**config.mk**
```make
export PLATFORM = sky130hd
export DESIGN_NAME = interrupt_ctrl
export DESIGN_NICKNAME = d
export VERILOG_FILES = /design/src/rtl/interrupt_ctrl.sv
export SDC_FILE = /design/constraint.sdc
export NUM_CORES = 1
export LEC_CHECK = 0
export ABC_AREA = 1
export ABC_CLOCK_PERIOD_IN_PS = 2800
export BUFFER_PORTS_ARGS = -buffer_cell sky130_fd_sc_hd__buf_2
export CAP_MARGIN = 40
export CORE_UTILIZATION = 45
export CTS_CLUSTER_SIZE = 28
export DETAILED_ROUTE_END_ITERATION = 16
export PLACE_DENSITY = 0.77
export SETUP_SLACK_MARGIN = 0.15
export SLEW_MARGIN = 20
export SYNTH_ARGS = -nofsm -noshare
export SYNTH_HDL_FRONTEND = slang
export SYNTH_SLANG_ARGS = --single-unit
```
**constraint.sdc**
```tcl
create_clock -name clock -period 2.8 [get_ports clock]
set_input_delay 0.28 -clock clock [delete_from_list [all_inputs] [get_ports clock]]
set_output_delay 0.28 -clock clock [all_outputs]
set_load 0.005 [all_outputs]
```
**src/rtl/interrupt_ctrl.sv**
```systemverilog
// interrupt_ctrl: TCON/IE/IP special-function registers and a four-source interrupt arbiter.
// Define INT_PRIORITY_EN to enable IP-driven two-level priority with isr_hi/isr_lo nesting.
module interrupt_ctrl (
  input  logic       clock,
  input  logic       reset,
  input  logic [7:0] wr_addr,
  input  logic [7:0] data_in,
  input  logic       wr,
  input  logic       wr_bit,
  input  logic       tf0,
  input  logic       tf1,
  input  logic       int0_n,
  input  logic       int1_n,
  input  logic       int_ack,
  input  logic       reti,
  output logic [7:0] tcon,
  output logic [7:0] ie,
  output logic [7:0] ip,
  output logic       int_req,
  output logic [7:0] int_vec
);

  localparam logic [7:0] SFR_TCON = 8'h88;
  localparam logic [7:0] SFR_IE   = 8'hA8;
  localparam logic [7:0] SFR_IP   = 8'hB8;

  typedef enum logic {IDLE = 1'b0, REQ = 1'b1} state_t;

  state_t     state_r, state_s;
  logic       tf0_q_r, tf1_q_r, int0_n_q_r, int1_n_q_r;
  logic       isr_hi_r, isr_lo_r, isr_hi_s, isr_lo_s;
  logic [1:0] src_r, src_s;
  logic       src_hi_r, src_hi_s;
  logic [7:0] tcon_s, ie_s, ip_s, int_vec_s;
  logic       int_req_s;
  logic [3:0] flag_s, pend_s, prio_s, elig_hi_s, elig_lo_s;

  function automatic logic [7:0] sfr_write(input logic [7:0] cur, input logic [7:0] sfr,
                                           input logic we, input logic bit_we,
                                           input logic [7:0] addr, input logic [7:0] din);
    logic [7:0] res;
    res = cur;
    if (we && !bit_we && (addr == sfr)) begin
      res = din;
    end else if (we && bit_we && ({addr[7:3], 3'b000} == sfr)) begin
      res[addr[2:0]] = din[0];
    end else begin
      res = cur;
    end
    return res;
  endfunction

  // Source index order is also the fixed priority: 0=IE0, 1=TF0, 2=IE1, 3=TF1.
  function automatic logic [1:0] first_src(input logic [3:0] mask);
    logic [1:0] idx;
    casez (mask)
      4'b???1: idx = 2'd0;
      4'b??10: idx = 2'd1;
      4'b?100: idx = 2'd2;
      4'b1000: idx = 2'd3;
      default: idx = 2'd0;
    endcase
    return idx;
  endfunction

  function automatic logic [7:0] src_vector(input logic [1:0] src);
    logic [7:0] vec;
    case (src)
      2'd0:    vec = 8'h03;
      2'd1:    vec = 8'h0B;
      2'd2:    vec = 8'h13;
      2'd3:    vec = 8'h1B;
      default: vec = 8'h00;
    endcase
    return vec;
  endfunction

  function automatic logic [2:0] flag_pos(input logic [1:0] src);
    logic [2:0] pos;
    case (src)
      2'd0:    pos = 3'd1;
      2'd1:    pos = 3'd5;
      2'd2:    pos = 3'd3;
      2'd3:    pos = 3'd7;
      default: pos = 3'd1;
    endcase
    return pos;
  endfunction

  assign flag_s = {tcon[7], tcon[3], tcon[5], tcon[1]};
  assign pend_s = flag_s & ie[3:0] & {4{ie[7]}};
`ifdef INT_PRIORITY_EN
  assign prio_s = ip[3:0];
`else
  assign prio_s = 4'b0000;
`endif
  assign elig_hi_s = pend_s & prio_s & {4{~isr_hi_r}};
  assign elig_lo_s = pend_s & ~prio_s & {4{~isr_hi_r & ~isr_lo_r}};

  // Next-state: SFR writes, RETI/ack in-service update, request FSM, then hardware flag events.
  always_comb begin
    state_s   = state_r;
    int_req_s = int_req;
    int_vec_s = int_vec;
    src_s     = src_r;
    src_hi_s  = src_hi_r;
    isr_hi_s  = isr_hi_r;
    isr_lo_s  = isr_lo_r;
    tcon_s    = sfr_write(tcon, SFR_TCON, wr, wr_bit, wr_addr, data_in);
    ie_s      = sfr_write(ie, SFR_IE, wr, wr_bit, wr_addr, data_in);
`ifdef INT_PRIORITY_EN
    ip_s      = sfr_write(ip, SFR_IP, wr, wr_bit, wr_addr, data_in);
`else
    ip_s      = 8'h00;
`endif

    if (reti && isr_hi_r) begin
      isr_hi_s = 1'b0;
    end else if (reti && isr_lo_r) begin
      isr_lo_s = 1'b0;
    end else begin
      isr_hi_s = isr_hi_r;
    end

    case (state_r)
      IDLE: begin
        if (|elig_hi_s) begin
          state_s   = REQ;
          int_req_s = 1'b1;
          src_s     = first_src(elig_hi_s);
          src_hi_s  = 1'b1;
          int_vec_s = src_vector(first_src(elig_hi_s));
        end else if (|elig_lo_s) begin
          state_s   = REQ;
          int_req_s = 1'b1;
          src_s     = first_src(elig_lo_s);
          src_hi_s  = 1'b0;
          int_vec_s = src_vector(first_src(elig_lo_s));
        end else begin
          int_req_s = 1'b0;
        end
      end
      REQ: begin
        if (int_ack) begin
          state_s   = IDLE;
          int_req_s = 1'b0;
          if (src_hi_r) begin
            isr_hi_s = 1'b1;
          end else begin
            isr_lo_s = 1'b1;
          end
          // Level-mode IEx is rewritten from the pin below, so an unconditional clear is safe.
          tcon_s[flag_pos(src_r)] = 1'b0;
        end else if (!pend_s[src_r]) begin
          state_s   = IDLE;
          int_req_s = 1'b0;
        end else begin
          state_s   = REQ;
        end
      end
      default: begin
        state_s   = IDLE;
        int_req_s = 1'b0;
      end
    endcase

    if (tf0 && !tf0_q_r) begin
      tcon_s[5] = 1'b1;
    end else begin
      tcon_s[5] = tcon_s[5];
    end
    if (tf1 && !tf1_q_r) begin
      tcon_s[7] = 1'b1;
    end else begin
      tcon_s[7] = tcon_s[7];
    end
    if (!tcon[0]) begin
      tcon_s[1] = ~int0_n;
    end else if (int0_n_q_r && !int0_n) begin
      tcon_s[1] = 1'b1;
    end else begin
      tcon_s[1] = tcon_s[1];
    end
    if (!tcon[2]) begin
      tcon_s[3] = ~int1_n;
    end else if (int1_n_q_r && !int1_n) begin
      tcon_s[3] = 1'b1;
    end else begin
      tcon_s[3] = tcon_s[3];
    end
  end

  // State and output registers with synchronous reset.
  always_ff @(posedge clock) begin
    if (reset) begin
      state_r    <= IDLE;
      tcon       <= 8'h00;
      ie         <= 8'h00;
      ip         <= 8'h00;
      int_req    <= 1'b0;
      int_vec    <= 8'h00;
      src_r      <= 2'd0;
      src_hi_r   <= 1'b0;
      isr_hi_r   <= 1'b0;
      isr_lo_r   <= 1'b0;
      tf0_q_r    <= 1'b0;
      tf1_q_r    <= 1'b0;
      int0_n_q_r <= 1'b1;
      int1_n_q_r <= 1'b1;
    end else begin
      state_r    <= state_s;
      tcon       <= tcon_s;
      ie         <= ie_s;
      ip         <= ip_s;
      int_req    <= int_req_s;
      int_vec    <= int_vec_s;
      src_r      <= src_s;
      src_hi_r   <= src_hi_s;
      isr_hi_r   <= isr_hi_s;
      isr_lo_r   <= isr_lo_s;
      tf0_q_r    <= tf0;
      tf1_q_r    <= tf1;
      int0_n_q_r <= int0_n;
      int1_n_q_r <= int1_n;
    end
  end

endmodule
```
==> results of run 1 <==
==> registers in the layout, summed over array words and instances (netlist names) <==
signal and cells:
int1_n_q_r 1, isr_lo_r 1, tf0_q_r 1, tcon 8, int_vec 2, int_req 1, ie 8, state_r 1
tf1_q_r 1, src_r 1, int0_n_q_r 1
==> power breakdown <==
part	internal, mW	switching (mW)
Sequential	0.378	0.00508
Combinational	0.0314	0.0540
Clock	0.0965	0.117
==> area by class of cell <==
type	count	area, sq um	area share, %
multi-input cells	188	893.4	47.44
well taps	46	57.56	3.056
clock buffers	3	41.29	2.193
inverters	36	140.1	7.442
flip-flops and latches	26	520.5	27.64
repair buffers	46	230.2	12.23
==> cells by family (layout without fill, tap and decap cells) <==
kind of cell / Yosys count / count (layout)
and+or+nand+nor: 128 / 128
DFF: 26 / 26
AOI/OAI and AO/OA: 48 / 48
buffers and inverters: 56 / 85
other: 1 / 12
==> stage by stage <==
step | instance area (sq um) | hold slack, ns | utilization, % | cells
2_1_floorplan | 1698 | 0.3935 | - | 270
3_3_place_gp | 1842 | 0.4268 | 53.51 | 342
3_5_place_dp | 1842 | 0.4291 | 53.51 | 342
4_1_cts | 1883 | 0.2027 | 54.71 | 345
5_1_grt | 1883 | 0.2066 | 54.71 | 345
6_report | 1883 | 0.2054 | 54.71 | 345
==> layer usage <==
layer / vias to the layer above / track usage (%) / part of all wire [%]
met1: 759 / 29.61 / 46
li1: 893 / - / -
met5: - / 0 / 0
met2: 79 / 33.56 / 45
met4: 0 / 6.105 / 0.89
met3: 7 / 2.007 / 7.4
==> worst min path at each step <==
stage / startpoint / to / slack (ns) / cells past startpoint
after floorplan: reset / int0_n_q_r$_SDFF_PP1_ / 0.39 / 1
after global placement: int1_n_q_r$_SDFF_PP1_ / tcon[3]$_SDFF_PP0_ / 0.43 / 2
after detailed placement: int0_n_q_r$_SDFF_PP1_ / tcon[1]$_SDFF_PP0_ / 0.43 / 2
after CTS: int0_n / int0_n_q_r$_SDFF_PP1_ / 0.20 / 2
after global routing: int0_n / int0_n_q_r$_SDFF_PP1_ / 0.21 / 2
final: int0_n / int0_n_q_r$_SDFF_PP1_ / 0.21 / 2
==> synthesized netlist by cell type <==
master	number
o21bai_1	3
nand2_2	1
inv_2	2
or2_0	1
o21ai_0	20
o21a_1	3
buf_4	14
nand3b_1	1
buf_2	1
nand3_1	25
dfxtp_1	26
inv_1	33
nor2_1	32
o21ai_2	6
conb_1	1
a31oi_1	1
nand3_2	2
nand4_1	4
nand2_1	50
clkbuf_1	3
nor3_2	1
buf_6	2
or2_2	4
clkinv_4	1
nor3_1	6
a21oi_1	15
nor2_2	1
==> worst reg2reg max path: stages (launching register included) <==
cell,delay (ns)
dfxtp_1,0.45
nand3_1,0.17
a21oi_1,0.18
nand2_1,0.10
nand2_1,0.12
inv_1,0.07
a21oi_1,0.13
==> flow_summary.yaml, run 1 <==
outcome:
  status: "finished clean"
cells_and_area:
  drive_gt1_share_pct: 22.41
  nets: 327
  fillCellCount: 363
  final_common_cell: "nand2_1"
  synthToLayoutAreaGrowth_pct: 13.67
  final_cell_mix: "50 x nand2_1, 46 x buf_2, 33 x inv_1"
  insertedDiodeCount: 0
synthesis:
  synth_top_family_by_area: "simple AND/OR/NAND/NOR gates"
  post-synth-top-area-cell: "dfxtp_1"
  synth_top_area_share_pct: 31.42
  yosysWarnings: 0
  synth_compound_area_share_pct: 16.84
  synthAdderAreaFrac_pct: 0
  avgSynthCellArea_sq_um: 6.396
  synth.area.top_cells: "dfxtp_1 31%, nand2_1 11%, nand3_1 7.6%, inv_1 7.5%, nor2_1 7.3%"
  synth_cell_types: 27
  synthMuxAreaShare_pct: 0
  synthSimpleGateAreaFrac_pct: 34.37
  synthCells: 259
  synth_area_sq_mm: 0.001657
  ys_seq_elements: 26
  synth-xor-area-share_pct: 0
  ys_seq_area_share_pct: 31.42
worst_setup_path:
  crit_type: "in -> reg"
  arrival_ns: 1.55
  crit_fanout: 12
  regToRegStartpoint: "ie[7]$_SDFFE_PP0P_"
  cpPeakStageDelay_ns: 0.32
  worstPathCellList: "buf_2 > inv_1 > nand2_1 > nor2_1 > nand3_2 > nand2_1 > nand2_1 > nand2_1 > nand2_1 > nor2_1"
  required_ns: 3.01
  cp-endpoint: "tcon[4]$_SDFFE_PP0P_"
  crit_path_frequent_cell: "nand2_1"
  cp_num_buf_inv: 2
  start_kind: "primary input"
  crit_family: "simple AND/OR/NAND/NOR gates"
  crit_path_start: "wr_addr[6]"
  r2r_slack_ns: 1.52
  reg2reg_depth: 6
  slowest_stage: "nand3_2"
  end_kind: "flop"
  rr_endpoint: "int_req$_SDFFE_PP0P_"
  cp.depth: 10
floorplanning:
  initial_core_util_pct: 48.13
  die_y_um: 62.68
  ios: 59
  die-area_sq_mm: 0.003928
  die-width_um: 62.68
  coreArea_sq_mm: 0.003442
  std_cell_rows: 21
timing:
  setup_ws_ns: 1.464
  setup_violations: 0
  rsz0062_at_grt: "false"
  clock_skew_ns: 0.001795
  fin_tns_setup_ns: 0
  period_share_pct: 47.71
  period_needed_ns: 1.336
  max_freq_ghz: 0.7486
  slew_violations: 0
  hold_viol: 0
placement:
  dp_hpwl_um: 2999
  gp_congestion: 0.8685
  port_buffers: 46
  dpl_worst_slack_ns: 1.179
hold_path:
  hp-class: "in -> reg"
route:
  drcViolationCount: 0
  drtPass1Iterations: 4
  drt-total-wl_um: 3915
  route.vias.total: 1738
  vias_per_cell: 5.038
  initialDrtViolationCount: 72
  routedWlPerCell_um: 11.35
  ant_nets: 0
clock_tree:
  postCtsHoldBufs: 0
  htree_levels: 1
  post-cts-setup-buffers: 0
  cts_resized: 0
  clkLatencyLatePin_ns: 0.27
  cts_root_buf: "clkbuf_8"
  cts_buffer_depth: 2
  cts_buffers: 3
  clkSinkCount: 26
  clk_pin_slew_ns: 0.09
  tritoncts: "done"
job:
  maxCapViolCount: 0
grt:
  grt_max_degree: 17
  grt_pass1_wl_um: 6686
  gr-total-overflow: 0
  antenna_found_initial: 0
  grt_pass1_vias: 1535
  grt.total_usage_pct: 20.96
power:
  power_density_mw_per_mm2: 362.0
  power_mw: 0.6818
  power.leakage_nw: 0.9298
  vdd_drop_max_mv: 0.1823
(Power assumes the default switching activity.)
==> inputs of run 2 (changes only) <==
- ABC_CLOCK_PERIOD_IN_PS: 2800 -> 1300
- clock period: 2.8 -> 1.3 ns (I/O delays scaled with it)
==> run 2 against run 1 <==
  * Clock power increased to 3.1 times the previous value
  * Die area unchanged
  * Sequential share of layout area decreased by 2.2 points
  * Register-to-register slack got worse by 1.3 ns
  * Count of clock-buffer cells in the layout unchanged
  * Setup slack got worse by 1.3 ns
  * Non-clock buffer count increased by 10
  * Wire length increased by 10%
  * Critical path type is now reg -> reg
  * Critical endpoint is now int_vec[3]$_SDFFE_PP0P_
  * Largest power group unchanged
==> flow_summary.yaml, run 2 (same netlist as run 1, synthesis figures left out) <==
outcome:
  status: "finished clean"
floorplanning:
  coreArea_sq_mm: 0.003442
  ios: 59
  die_y_um: 62.68
  std_cell_rows: 21
  die-area_sq_mm: 0.003928
  die-width_um: 62.68
  initial_core_util_pct: 48.13
placement:
  gp_congestion: 0.8736
  dpl.cell_count: 352
  placed_area_sq_mm: 0.001929
  port_buffers: 46
  dp_hpwl_um: 3126
  dpl_worst_slack_ns: -0.04939
cells_and_area:
  drive_gt1_share_pct: 32.26
  reg_top3: "ie x8, tcon x8, int_vec x2"
  final_cell_mix: "46 x nand2_1, 46 x buf_2, 32 x inv_1"
  final_cell_area_sq_mm: 0.002098
  insertedDiodeCount: 0
  final_cells: 356
  nets: 337
  final_util_pct: 60.96
  synthToLayoutAreaGrowth_pct: 26.66
route:
  route.vias.total: 1808
  drcViolationCount: 0
  drtPass1Iterations: 4
  initialDrtViolationCount: 112
  routedWlPerCell_um: 12.15
  vias_per_cell: 5.079
  drt-total-wl_um: 4324
  ant_nets: 0
timing:
  clock_skew_ns: 0.003820
  period_needed_ns: 1.120
  fin_tns_setup_ns: 0
  period_share_pct: 86.18
  holdWs_ns: 0.05331
  rsz0062_at_grt: "true"
  hold_viol: 0
  max_freq_ghz: 0.8926
  setup_violations: 0
  setup_ws_ns: 0.1797
  slew_violations: 0
clock_tree:
  clk_pin_slew_ns: 0.09
  clkSinkCount: 26
  cts_buffer_depth: 2
  clkLatencyLatePin_ns: 0.27
  post-cts-setup-buffers: 0
  cts_root_buf: "clkbuf_8"
  htree_levels: 1
  tritoncts: "done"
  cts_buffers: 3
worst_setup_path:
  crit_fanout: 6
  slowest_stage: "dfxtp_4"
  crit_path_start: "ie[7]$_SDFFE_PP0P_"
  rr_endpoint: "int_vec[3]$_SDFFE_PP0P_"
  reg2reg_depth: 7
  arrival_ns: 1.29
  end_kind: "flop"
  worstPathCellList: "nand3_4 > a21oi_2 > nand2_2 > nand2_2 > nand2_1 > nand2_1 > nor2_1"
  crit_type: "reg -> reg"
  cp-endpoint: "int_vec[3]$_SDFFE_PP0P_"
  regToRegStartpoint: "ie[7]$_SDFFE_PP0P_"
  cpPeakStageDelay_ns: 0.44
  required_ns: 1.47
  start_kind: "flop"
  r2r_slack_ns: 0.18
power:
  power_mw: 1.704
  power.leakage_nw: 1.004
  vdd_drop_max_mv: 0.7987
  power_density_mw_per_mm2: 812.1
grt:
  gr-usage-met3_pct: 4.015
  grt_pass1_wl_um: 7113
  gr-total-overflow: 0
  grt_max_degree: 17
  met1_usage_pct: 28.97
  grt.total_usage_pct: 22.82
  met2_usage_pct: 36.96
  grt_pass1_vias: 1605
  top_usage_layer: "met2"
  antenna_found_initial: 0
hold_path:
  hp-class: "in -> reg"
job:
  maxCapViolCount: 0
-- run 2: cell types whose count changed in the layout (fill, tap and decap cells not counted), sizes merged --
cell    before  now
buf         46   56
bufinv       0    1
-- run 2: where the power goes --
group          switching (mW)  total, mW  internal (mW)  leakage (nW)
Combinational           0.123      0.204         0.0803         0.752
Sequential             0.0164      0.826          0.810         0.215
Clock                   0.262      0.674          0.412        0.0357
-- run 2: worst min path at each step --
stage / startpoint / to / slack [ns] / depth (start not counted)
floorplan: reset / int0_n_q_r$_SDFF_PP1_ / 0.24 / 1
global placement: int1_n / int1_n_q_r$_SDFF_PP1_ / 0.33 / 2
detailed placement: int0_n / int0_n_q_r$_SDFF_PP1_ / 0.34 / 2
CTS: int0_n / int0_n_q_r$_SDFF_PP1_ / 0.05 / 2
global route: int0_n / int0_n_q_r$_SDFF_PP1_ / 0.05 / 2
finish: int0_n / int0_n_q_r$_SDFF_PP1_ / 0.05 / 2
-- run 2: layout make-up --
class | instances | area (sq um)
Fill cell | 340 | 1344
Multi-Input combinational cell | 188 | 977.2
Sequential cell | 26 | 534.3
Timing Repair Buffer | 56 | 317.8
Inverter | 36 | 140.1
Tap cell | 46 | 57.56
Clock buffer | 3 | 41.29
Clock inverter | 1 | 30.03
-- run 2: what timing repair did --
action	CTS	global route
hold buffers	0	0
endpoints found under the setup margin	5	12
endpoints found under the hold margin	0	0
resized for setup	4	26
pin swaps	0	6
-- run 2: worst max-delay path: cells and delay by family, from the launching register on --
kind,cells,cell delay (ns)
flip-flops,1,0.44
AND/OR/NAND/NOR,6,0.42
AO/OA/AOI/OAI,1,0.16
-- run 2: routing by layer --
metal | up-vias | wire length [um] | share of wire (%)
met5 | - | 0 | 0
met4 | 0 | 81 | 1.9
met3 | 12 | 362 | 8.4
met2 | 87 | 1989 | 46
met1 | 796 | 1890 | 44
li1 | 913 | - | -
==> inputs of run 3 (changes only) <==
- CORE_ASPECT_RATIO: unset -> 0.9
==> run 3 against run 2 <==
  * Die area about the same
  * First-iteration DRC count decreased by 17%
  * Final area fell by 2.2%
  * Critical path depth unchanged
  * Clock skew fell by 0.0016 ns
  * Critical endpoint unchanged
  * Largest cell class unchanged
==> flow_summary.yaml, run 3 (same netlist as run 1, synthesis figures left out) <==
clock_tree:
  clkSinkCount: 26
  htree_levels: 1
  clk_pin_slew_ns: 0.08
  cts_buffer_depth: 2
  postCtsHoldBufs: 0
  cts_root_buf: "clkbuf_8"
  cts_buffers: 3
  tritoncts: "done"
  clkLatencyLatePin_ns: 0.26
floorplanning:
  die-area_sq_mm: 0.003928
  die-width_um: 65.96
  die_y_um: 59.56
  ios: 59
  coreArea_sq_mm: 0.003453
  initial_core_util_pct: 47.97
  std_cell_rows: 20
worst_setup_path:
  reg2reg_depth: 7
  crit_type: "reg -> reg"
  cp_num_buf_inv: 0
  rr_endpoint: "int_vec[3]$_SDFFE_PP0P_"
  crit_fanout: 6
  slowest_stage: "dfxtp_4"
  crit_path_frequent_cell: "nand2_1"
  required_ns: 1.45
  end_kind: "flop"
  cpPeakStageDelay_ns: 0.40
  crit_path_start: "ie[7]$_SDFFE_PP0P_"
  worstPathCellList: "nand3_2 > a21oi_2 > nand2_1 > nand2_2 > nand2_1 > nand2_1 > nor2_1"
  cp.depth: 7
  start_kind: "flop"
  crit_family: "simple AND/OR/NAND/NOR gates"
  r2r_slack_ns: 0.10
  arrival_ns: 1.35
  regToRegStartpoint: "ie[7]$_SDFFE_PP0P_"
placement:
  dpl_worst_slack_ns: -0.07649
  gp_congestion: 0.9127
  dp_hpwl_um: 3067
  port_buffers: 46
cells_and_area:
  reg_top3: "ie x8, tcon x8, int_vec x2"
  final_cell_mix: "47 x nand2_1, 46 x buf_2, 32 x inv_1"
  nets: 340
  insertedDiodeCount: 0
  final_util_pct: 59.42
  final_common_cell: "nand2_1"
  drive_gt1_share_pct: 33.33
  synthToLayoutAreaGrowth_pct: 23.87
  fillCellCount: 348
power:
  power_mw: 1.465
  p_comb_share_pct: 14.0
  p_sw_share_pct: 24.76
  seqPwrFrac_pct: 56.4
  power_density_mw_per_mm2: 713.9
  power.leakage_nw: 0.9976
  switchingPower_mw: 0.3626
  pwr-share-clk_pct: 29.6
  vdd_drop_max_mv: 0.4400
  p_int_mw: 1.102
route:
  drt-total-wl_um: 4203
  wirelength_met1_um: 1898
  vias_per_cell: 4.969
  drcViolationCount: 0
  drtPass1Iterations: 5
  wl_met3_um: 327
  initialDrtViolationCount: 93
  route.vias.total: 1769
  routedWlPerCell_um: 11.81
  top_layer_used: "met4"
  dr_wl_met2_um: 1916
  ant_nets: 0
timing:
  clock_skew_ns: 0.002264
  slew_violations: 0
  period_needed_ns: 1.198
  rsz0062_at_grt: "true"
  setup_ws_ns: 0.1023
  period_share_pct: 92.13
  holdWs_ns: 0.06330
  hold_viol: 0
  max_freq_ghz: 0.8349
  setup_violations: 0
hold_path:
  worstHoldPathCells: 2
  worstHoldStart: "int1_n"
  min_to: "int1_n_q_r$_SDFF_PP1_"
  hp-class: "in -> reg"
job:
  maxCapViolCount: 0
grt:
  gr-total-overflow: 0
  grt.total_usage_pct: 21.69
  grt_pass1_wl_um: 6492
  grt_pass1_vias: 1462
  antenna_found_initial: 0
  grt_max_degree: 17
outcome:
  status: "finished clean"
run 3: cell count changes in the layout (fill, tap and decap cells not counted), moves of 2 or more:
cell	change
buf_4	+4
dfxtp_1	-2
dfxtp_2	+3
nand3_2	+3
nand3_4	-3
run 3: metal layers:
metal	track usage, %	vias up
li1	-	916
met1	28.89	781
met2	35.28	66
met3	5.769	6
met4	4.559	0
met5	0	-
run 3: worst max path at each step:
stage | end | slack [ns]
final | int_vec[3]$_SDFFE_PP0P_ | 0.10
after global routing | state_r$_SDFF_PP0_ | 0.05
after CTS | int_vec[3]$_SDFFE_PP0P_ | 0.15
after detailed placement | tcon[0]$_SDFFE_PP0P_ | -0.08
after global placement | tcon[4]$_SDFFE_PP0P_ | 0.009
after floorplan | ie[2]$_SDFFE_PP0P_ | 0.22
run 3: power by group through the flow:
stage / registers [mW] / clock network [mW] / logic [mW]
2_1_floorplan: 0.841 / 0 / 0.131
3_3_place_gp: 0.842 / 0 / 0.195
3_5_place_dp: 0.842 / 0 / 0.198
4_1_cts: 0.822 / 0.450 / 0.200
5_1_grt: 0.829 / 0.490 / 0.232
6_report: 0.826 / 0.434 / 0.205
run 3: repair_timing:
action / in CTS / in global routing
endpoints found under the setup margin: 5 / 12
pin swaps: 0 / 2
resized for setup: 5 / 23
setup buffers: 0 / 2
run 3: final cells by class:
class                           count  area [sq um]  area share, %
Clock buffer                        3         41.29          2.012
Inverter                           36         140.1          6.829
Multi-Input combinational cell    188         953.4          46.46
Sequential cell                    26         534.3          26.04
Tap cell                           44         55.05          2.683
Timing Repair Buffer               59         327.8          15.98
run 3: stage by stage:
stage / std cells / TNS (ns) / cell area, sq um
floorplan: 270 / 0 / 1698
global placement: 351 / 0 / 1922
detailed placement: 351 / -0.3262 / 1922
CTS: 354 / 0 / 1974
global route: 356 / 0 / 2052
finish: 356 / 0 / 2052
